--- src/rtl/sr_flag_pkg.sv ---
// Shared types and helpers for the set/reset flag bank and its round-robin reader.
package sr_flag_pkg;
    typedef enum logic {IDLE, PRESENT} state_t;

    localparam int N_FLAGS_DEF = 8;

    function automatic int idx_w(input int n);
        return (n > 1) ? $clog2(n) : 1;
    endfunction
endpackage

--- src/rtl/rr_pick.sv ---
// Combinational round-robin first-one finder: lowest set bit at or above ptr, wrapping.
module rr_pick import sr_flag_pkg::*; #(
    parameter int N = N_FLAGS_DEF,
    parameter int W = idx_w(N)
) (
    input  logic [N-1:0] req,
    input  logic [W-1:0] ptr,
    output logic         found,
    output logic [W-1:0] idx
);
    int j;

    // Scan from the farthest offset down so the nearest hit is assigned last.
    always_comb begin
        found = 1'b0;
        idx   = '0;
        j     = 0;
        for (int k = N - 1; k >= 0; k--) begin
            j = int'(ptr) + k;
            if (j >= N) j = j - N;
            if (req[j]) begin
                found = 1'b1;
                idx   = W'(j);
            end
        end
    end
endmodule

--- src/rtl/sr_flag_reader.sv ---
// Sticky set/reset event flags drained one index at a time over valid/ready.
module sr_flag_reader import sr_flag_pkg::*; #(
    parameter  int N_FLAGS = N_FLAGS_DEF,
    localparam int IDX_W   = idx_w(N_FLAGS)
) (
    input  logic               CLK,
    input  logic               RST,
    input  logic [N_FLAGS-1:0] SET,
    output logic               OUT_VALID,
    input  logic               OUT_READY,
    output logic [IDX_W-1:0]   OUT_IDX,
    output logic               OUT_OVR,
    output logic [N_FLAGS-1:0] PENDING,
    output logic               OVR_ANY
);
    state_t             state;
    logic [N_FLAGS-1:0] f, ovr;
    logic [N_FLAGS-1:0] clr, keep, f_next, ovr_next;
    logic [IDX_W-1:0]   ptr, sel, out_idx;
    logic               out_valid, out_ovr, ovr_any, late, accept, found;

    rr_pick #(.N(N_FLAGS), .W(IDX_W)) u_pick (
        .req   (f),
        .ptr   (ptr),
        .found (found),
        .idx   (sel)
    );

    // A set that landed on the presented flag before acceptance survives the clear.
    always_comb begin
        accept = out_valid & OUT_READY;
        clr    = '0;
        keep   = '0;
        if (accept) begin
            clr[out_idx] = 1'b1;
            if (late) keep[out_idx] = 1'b1;
        end
        f_next   = (f & ~clr) | SET | keep;
        ovr_next = (ovr & ~clr) | (SET & f & ~clr);
    end

    always_ff @(posedge CLK) begin
        if (RST) begin
            state     <= IDLE;
            f         <= '0;
            ovr       <= '0;
            ovr_any   <= 1'b0;
            ptr       <= '0;
            out_idx   <= '0;
            out_ovr   <= 1'b0;
            out_valid <= 1'b0;
            late      <= 1'b0;
        end else begin
            f       <= f_next;
            ovr     <= ovr_next;
            ovr_any <= |ovr_next;
            case (state)
                IDLE: begin
                    if (found) begin
                        out_idx   <= sel;
                        out_ovr   <= ovr_next[sel];
                        out_valid <= 1'b1;
                        late      <= 1'b0;
                        state     <= PRESENT;
                    end
                end
                PRESENT: begin
                    if (accept) begin
                        ptr       <= (out_idx == IDX_W'(N_FLAGS - 1)) ? '0 : out_idx + IDX_W'(1);
                        out_valid <= 1'b0;
                        late      <= 1'b0;
                        state     <= IDLE;
                    end else if (SET[out_idx]) begin
                        late <= 1'b1;
                    end
                end
            endcase
        end
    end

    assign OUT_VALID = out_valid;
    assign OUT_IDX   = out_idx;
    assign OUT_OVR   = out_ovr;
    assign PENDING   = f;
    assign OVR_ANY   = ovr_any;
endmodule
--- config.mk ---
export PLATFORM = sky130hd
export DESIGN_NAME = sr_flag_reader
export DESIGN_NICKNAME = d
export VERILOG_FILES = /design/src/rtl/sr_flag_pkg.sv /design/src/rtl/rr_pick.sv /design/src/rtl/sr_flag_reader.sv
export SDC_FILE = /design/constraint.sdc
export NUM_CORES = 1
export LEC_CHECK = 0
export BUFFER_PORTS_ARGS = -buffer_cell sky130_fd_sc_hd__buf_2
export CAP_MARGIN = 40
export CORE_AREA = 2 2 93 95
export DETAILED_ROUTE_END_ITERATION = 6
export DIE_AREA = 0 0 95 97
export HOLD_SLACK_MARGIN = 0.02
export RECOVER_POWER = 100
export SYNTH_ARGS = -nofsm -noshare
export SYNTH_HDL_FRONTEND = slang
export SYNTH_SLANG_ARGS = --single-unit
--- constraint.sdc ---
create_clock -name CLK -period 8.84 [get_ports CLK]
set_input_delay 1.768 -clock CLK [delete_from_list [all_inputs] [get_ports CLK]]
set_output_delay 1.768 -clock CLK [all_outputs]
set_load 0.005 [all_outputs]
Yosys cells after proc, flatten, opt, wreduce, memory -nomap -nowiden --
Index checks and enable logic that the tools add are counted. W data, S select, Z words.
Storage, ports and cells: word-level logic and storage cells 132, register bits 27
Cells by class: reduce and logical (&&, ||, !) cells 6, mux-type cells 68, bitwise operators 10, $lt $le $gt $ge 19, equal/unequal tests 4, add/subtract/negate cells 16
Operators with widths (number):
- $lt A32 B5 Y1 const B | 8
- $mux W32 | 8
- $ge A32 B5 Y1 const B | 7
- $sub A32 B5 Y32 const B | 7
- $mux W1 | 34
- $and A8 B8 Y8 | 4
- $bmux W1 S3 | 10
- $mux W3 | 9
- $mux W8 | 3
- $or A8 B8 Y8 | 3
- $add A3 B3 Y4 const B | 4
- $add A3 B2 Y4 const B | 2
- $lt A3 B4 Y1 const B | 2
- $not A8 Y8 | 1
- $reduce_and A2 Y1 | 4
- $reduce_or A8 Y1 | 1
- $pmux W1 S2 | 3
- $sub A3 B4 Y5 const B | 1
- $add A3 B1 Y4 const B | 1
- $ge A3 B4 Y1 const B | 1
- $add A3 B1 Y3 const B | 1
- $demux W1 S3 | 1
- $eq A3 B3 Y1 const B | 1
- $ge A3 B1 Y1 const B | 1
- other kinds (6) | 6

Logic depth before layout (Yosys ltp) --
Gate-level depths: netlist (run 1).
depth in word-level cells 16, mapped depth 15

Cells and area by module --
From an unflattened synthesis (run 1), not the netlist that was laid out.
Second synthesis, totals: cells, all modules 231, area total of the unflattened synthesis 2084.5 µm²
Modules (own cells, without submodules):
- sr_flag_reader | cells each 141, area an instance 1302.5 µm², sequential area each 540.5 µm², times used 1
- rr_pick | cells each 90, area an instance 782.0 µm², sequential area each 0.0 µm², times used 1

Worst setup path before layout (run 1) --
No wires, ideal clock.
kind reg2reg, start point register ptr[1], end point register out_ovr, in the netlist OUT_OVR, stages on the path, launching flop included 16, slack 5.584 ns, arrival time 3.140 ns, library setup time 0.116 ns, period minus slack after synthesis 3.256 ns, data required time 8.724 ns, path through dfxtp_1 buf_4 buf_2 inv_1 ha_1 buf_2 buf_2 mux4_2 a221oi_1 a21oi_1 o211ai_2 nand2_1 a31oi_1 a21oi_1 or3b_1 o211a_1
On the way: word-level cells in the longest chain between the ends 16
RTL lines:
- from (decl) | line sr_flag_reader.sv:19 | logic [IDX_W-1:0] ptr, sel, out_idx;
- from (signal assigned) | line sr_flag_reader.sv:69 | ptr <= (out_idx == IDX_W'(N_FLAGS - 1)) ? '0 : out_idx + IDX_W'(1);
- $add A3 B3 Y4 | line rr_pick.sv:19 | j = int'(ptr) + k;
- $sub A32 B5 Y32 / $ge A32 B5 Y1 (equally long branches) | line rr_pick.sv:20 | if (j >= N) j = j - N;
- $mux W32 | line rr_pick.sv:20
- $bmux W1 S3 | line rr_pick.sv:21 | if (req[j]) begin
- $mux W1 (implied by the code) (2 in a row) | line rr_pick.sv:21
- $mux W3 (8 in a row) | line rr_pick.sv:21
- $bmux W1 S3 | line sr_flag_reader.sv:61 | out_ovr <= ovr_next[sel];
- $mux W1 (implied by the code) | line sr_flag_reader.sv:61
- to (signal assigned) | line sr_flag_reader.sv:61
- to (decl) | line sr_flag_reader.sv:20 | logic out_valid, out_ovr, ovr_any, late, accept, found;
Parallel ways exist; a longest one is shown, timed or not. The select of a mux whose other input is x is not followed. A chain may end at the register's enable or synchronous reset.

Worst setup path after layout (run 1) --
Same ends and word-level chain as after synthesis.

==> results of run 1 <==
per-stage QoR:
step	util [%]	hold slack, ns	setup WS [ns]	cells	power [mW]
floorplan	-	0.473	5.58	254	0.244
global placement	29.0	0.489	4.91	361	0.274
detailed placement	29.0	0.497	4.82	361	0.276
CTS	29.6	0.527	4.80	365	0.346
global route	29.4	0.549	4.11	365	0.361
finish	29.4	0.516	4.65	365	0.341
state kept, by name, indices dropped and copies added (netlist names):
signal,flops
OUT_IDX,3
OUT_OVR,1
OUT_VALID,1
OVR_ANY,1
PENDING,8
late,1
ovr,8
ptr,3
state,1
Yosys cell counts (2+ instances only):
cell type,n
xor2_1,2
buf_2,11
o21ai_0,5
nor2_1,32
o21ai_1,2
nand2b_1,5
ha_1,4
a31oi_1,2
nand2_1,11
buf_6,3
mux4_1,2
a21oi_1,31
mux4_2,17
a32oi_1,2
or3_1,2
a211oi_1,2
nor3_1,15
nor4_1,3
and3_1,2
mux2i_1,17
o211a_1,3
nand3_1,6
mux2_2,5
o211ai_1,2
dfxtp_1,27
clkbuf_1,5
nand3b_1,2
inv_1,12
cell type report:
| cell class | count | area, um^2 |
|---|---|---|
| flip-flops and latches | 27 | 541 |
| fillers | 867 | 5740 |
| clock buffers | 3 | 41.3 |
| clock inverters | 1 | 5.00 |
| multi-input cells | 192 | 1510 |
| well taps | 105 | 131 |
| inverters | 13 | 48.8 |
| repair buffers | 24 | 113 |
cell families (layout without fill, tap and decap cells):
logic type                 Yosys count  in the layout  share of synthesized area [%]
xor gates and xnor gates             3              3                           1.18
and+or+nand+nor                     82             82                           17.2
DFF                                 27             27                           24.2
muxes                               41             41                           29.6
buffers and inverters               35             41                           7.73
AOI/OAI and AO/OA                   62             62                           17.8
adders and majority gates            4              4                           2.24
metal layers:
layer | track usage [%] | vias to the layer above | wire length [um]
li1 | - | 959 | -
met5 | 0 | - | 0
met1 | 18.0 | 954 | 2570
met3 | 2.02 | 4 | 317
met2 | 20.0 | 62 | 2850
met4 | 4.57 | 0 | 49
worst max path at each step:
stage                     slack [ns]  endpoint  depth (start not counted)  startpoint
after floorplan                 5.58   OUT_OVR                         15      ptr[1]
after global placement          4.91   OUT_OVR                         11      ptr[1]
after detailed placement        4.82   OUT_OVR                         11      ptr[1]
after CTS                       4.80   OUT_OVR                         11      ptr[1]
after global routing            4.11   OUT_OVR                         11      ptr[1]
final                           4.65   OUT_OVR                         11      ptr[1]
report_power, final:
part	switching (mW)	total, mW	internal (mW)
Clock	0.0379	0.0694	0.0316
Combinational	0.0608	0.117	0.0560
Sequential	0.0228	0.155	0.132
Total	0.121	0.341	0.219
worst max-delay path: stages (launching register included):
cell      delay (ns)
dfxtp_1         0.89
inv_1           0.34
ha_1            0.73
mux4_2          0.45
mux2i_1         0.37
nor2_1          0.08
o31ai_1         0.22
nand4_1         0.14
o21ai_0         0.41
o211a_1         0.21
o221ai_1        0.09
o211a_1         0.16
==> impl_results.md, run 1 <==
* Outcome: complete, no violations
* Pins Over Slew Limit at 0
* First-pass GRT wire length at 9.55 mm
* Pleak at roughly 0.88 nW
* R2R Path End: OUT_OVR
* DRT iter0 DRCs at approximately 240
* Initial Utilization at about 27%
* Vias in the first global route at between 1500 and 2000
* R2r setup slk at 4.65 ns
* Post-synthesis cell area at around 0.0022 mm^2
* Initial antenna violation count at 0
* Worst hold stages at 2
* Port bufs at 24
* Max capacitance violation total at 0
* Min-delay src: ovr[6]
* CP arrival at 4.36 ns
* RSZ-0062 raised after global routing: no
* CTS Sinks at 27
* Worst Setup Start Kind: register
* Fin. Hold Viols at 0
* Skew final at roughly 0.0027 ns
* Setup violators final at 0
* R2R depth at 11
* CTS tree: yes
* Vias at 1979
* RePlAce Congestion at approximately 0.9
* Largest area contributor in the netlist: dfxtp_1
* Worst hold-check path type: reg2reg
* Area delta synth->final at 7.06%
* CP Capture Type: register
* Design area at between 0.002 and 0.0025 mm^2
* Die Wd at about 95 um
* CTS Buf Count at 3
* Post-CTS resize count at 0
* Die area at 0.00922 mm^2
* Root buf cell: clkbuf_8
* Core ar. at 0.00813 mm^2
* Post-synth EDFFs at 0
* Critical path class: reg2reg
* Ys flop type: dfxtp_1
* Syn Area/Cell at between 8 and 9 um^2
* WP data required at roughly 9 ns
* Library cells used by synthesis at 50
* Yosys Warn Count at 0
* Slew @ Worst Pin at around 0.85 ns
* Setup Buffers After CTS at 0
* Top-Level Pins at 25
* Share of layout cells above drive strength 1 at a little under a fifth
* DR pass1 iterations at 4
* Period minus WS final at 4.19 ns
* Final nets at ~280
* Max VDD drop at approximately 0.12 mV
* HPWL Detailed at approximately 4.2 mm
* GR Overflow Total at 0
* Commonest non-fill, non-tap cell in the layout: nor2_1
* # rows at 33
* Final period utilization at between 40% and 50%
* Via density per instance at around 5.4
* Sum of negative setup slack at 0 ns
* Commonest non-fill, non-tap cells in the layout: nor2_1 (32), a21oi_1 (31), dfxtp_1 (27), buf_2 (18)
* Routed Antenna Nets at 0
* Syn Nets at approximately 270
* Placed Area at 0.00236 mm^2
* Largest cells by area after synthesis: dfxtp_1 (24%), mux4_2 (17%), mux2i_1 (7.6%)
* Clock buffer depth at 2
* Ys async rst share at 0%
* CP Max Fanout at 19
* Post-synthesis register bit count at 27
* Pin count of the biggest net entering global routing at 28
* Die Y-Extent at around 97 um
* Hold Buf Count CTS at 0
* GRT Util Overall at between 10% and 20%
* # diodes at 0
* WL final at just under 6 mm
* WL/cell at between 15 and 20 um
* Drt drc at 0
* Insertion delay to the later sink of the worst-skew pair at 0.27 ns
* Post-synthesis sequential area ratio at roughly a quarter
* Hold EP: ovr[6]
* Slew margin rel. at between 40% and 50%
* FF-to-FF Start: ptr[1]
* Post-Synthesis Cells at roughly 250
* Pwr per Cell Area at 143 mW/mm^2
* H-tree depth at 1
* Top cell type's share of synthesized area at 24.2%
* Clock transition at path regs at 0.09 ns
* Maximum clock rate at ~240 MHz
Power figures use the tool's default switching activity.
==> run 2: changes to the inputs <==
==> constraint.sdc (replaced) <==
create_clock -name CLK -period 3.7 [get_ports CLK]
set_input_delay 0.74 -clock CLK [delete_from_list [all_inputs] [get_ports CLK]]
set_output_delay 0.74 -clock CLK [all_outputs]
set_load 0.005 [all_outputs]
==> impl_results.md, run 2 (synthesis gave the netlist of run 1 again) <==
* RSZ-0062 raised after global routing: no
* Core ar. at 0.00813 mm^2 (unchanged)
* Period minus WS final at 3.16 ns (-1.02 ns)
* FF/Latch Area at 541 um^2 (unchanged)
* # diodes at 0 (unchanged)
* DRT iter0 DRCs at 238 (-0.42%)
* Routed Antenna Nets at 0 (unchanged)
* Vias in the first global route at 1923 (+4.5%)
* Skew final at 0.00641 ns (+0.00375 ns)
* Grt met1 use at 18.3% (+0.31 points)
* CP Max Fanout at 17 (-2)
* GR Util met3 at 1.56% (-0.47 points)
* Hold Buf Count CTS at 0 (unchanged)
* Grt peak-use layer: met2
* CTS tree: yes
* Finished Layout Cells at 368 (+0.82%)
* Die area at 0.00922 mm^2 (unchanged)
* Filler Cell Count at 870 (+0.35%)
* Worst Setup Start Kind: register
* Setup Buffers After CTS at 0 (unchanged)
* Maximum clock rate at 316 MHz (+32%)
* GRT met2 Usage at 21.4% (+1.4 points)
* Root buf cell: clkbuf_8
* Port bufs at 24 (unchanged)
* # rows at 33 (unchanged)
* Insertion delay to the later sink of the worst-skew pair at 0.28 ns (about the same)
* CP Capture Type: register
* Slew @ Worst Pin at 0.731 ns (-0.124 ns)
* CTS Buf Count at 3 (unchanged)
* Worst hold-check path type: reg2reg
* Max stage delay on crit path at 0.80 ns (-0.09 ns)
* Max VDD drop at 0.300 mV (+140%)
* Slew margin rel. at 51.1% (+8.1 points)
* Clock buffer depth at 2 (unchanged)
* Max capacitance violation total at 0 (unchanged)
* Die Wd at 95 um (unchanged)
* RePlAce Congestion at 0.871 (-5.3%)
* Pleak at 0.898 nW (+2.0%)
* H-tree depth at 1 (unchanged)
* Share of layout cells above drive strength 1 at 19.0% (+0.93 points)
* Fin. Hold Viols at 0 (unchanged)
* Post-CTS resize count at 0 (unchanged)
* Final nets at 279 (+1.1%)
* Area of the multi-input gates at 0.00151 mm^2 (about the same)
* Area delta synth->final at 8.12%
* Setup violators final at 0 (unchanged)
* Initial Utilization at 27.5% (unchanged)
* Outcome: complete, no violations
* Placed cells at 364 (+0.83%)
* Crit-path cells: xor2_1 > mux4_2 > mux2i_1 > o211ai_1 > a21o_2 > o21ai_0 > o211a_1 > o221ai_1 > o211a_1
* WL/cell at 15.9 um (+0.52%)
* WL final at 5.87 mm (+1.3%)
* Final period utilization at 85.5% (+38 points)
* CP dominant cell by count: o211a_1
* Initial antenna violation count at 0 (unchanged)
* CP arrival at 3.34 ns (-1.02 ns)
* Slowest-stage cell, CP: dfxtp_1
* Top-Level Pins at 25 (unchanged)
* Clock transition at path regs at 0.10 ns (about the same)
* Critical path class: reg2reg
* GRT Util Overall at 13.4% (+0.57 points)
* Vias at 2030 (+2.6%)
* Sum of negative setup slack at 0 ns (unchanged)
* Commonest non-fill, non-tap cell in the layout: nor2_1
* GR Overflow Total at 0 (unchanged)
* Drt drc at 0 (unchanged)
* Pins Over Slew Limit at 0 (unchanged)
* WP data required at 3.88 ns (-5.13 ns)
* HPWL Detailed at 4.33 mm (+3.0%)
* First-pass GRT wire length at 9.97 mm (+4.4%)
* Pin count of the biggest net entering global routing at 28 (unchanged)
* DR pass1 iterations at 4 (unchanged)
* CTS Sinks at 27 (unchanged)
* Die Y-Extent at 97 um (unchanged)
* Commonest non-fill, non-tap cells in the layout: nor2_1 (33), a21oi_1 (31), dfxtp_1 (27), buf_2 (18)
* Via density per instance at 5.52 (+1.7%)
* Pwr per Cell Area at 341 mW/mm^2 (+140%)
[run 2: worst paths after layout]
check	startpoint	depth (start not counted)	slack (ns)	end
setup reg to reg	ptr[2]	9	0.54	OUT_OVR
hold reg to reg	ovr[2]	2	0.51	ovr[2]
setup / recovery	ptr[2]	9	0.54	OUT_OVR
hold / removal	ovr[2]	2	0.51	ovr[2]
[run 2: critical path: cells and delay by family, from the launching register on]
kind | cells | cell delay (ns)
flip-flops | 1 | 0.80
AO/OA/AOI/OAI | 6 | 1.00
XOR/XNOR | 1 | 0.40
multiplexers | 2 | 0.86
[run 2: routing by layer]
layer / share of wire [%] / wire length (um)
met3: 5.6 / 329
met4: 2.2 / 130
met2: 47 / 2780
met1: 45 / 2620
met5: 0 / 0
[run 2: stage by stage]
step                      setup WS, ns  area, um^2  power, mW  utilization (%)  hold WS [ns]
after floorplan                  0.444        2230      0.583                -         0.473
after CTS                        0.556        2430      0.832             29.9         0.521
final                            0.538        2410      0.824             29.7         0.511
after global routing             0.309        2410      0.879             29.7         0.548
after global placement           0.654        2380      0.658             29.3         0.489
after detailed placement         0.557        2380      0.661             29.3         0.497
[run 2: where the power goes]
group          internal (mW)  total (mW)  switching, mW
logic                  0.137       0.290          0.153
registers              0.315       0.363         0.0478
clock network         0.0756       0.172         0.0961
[run 2: area by class of cell]
class                      instances  share of cell area (%)
sequential                        27                    22.4
multi-input combinational        192                    62.6
tap                              105                    5.44
timing repair buffer              27                    5.60
clock inverter                     1                   0.207
clock buffer                       3                    1.71
inverter                          13                    2.02
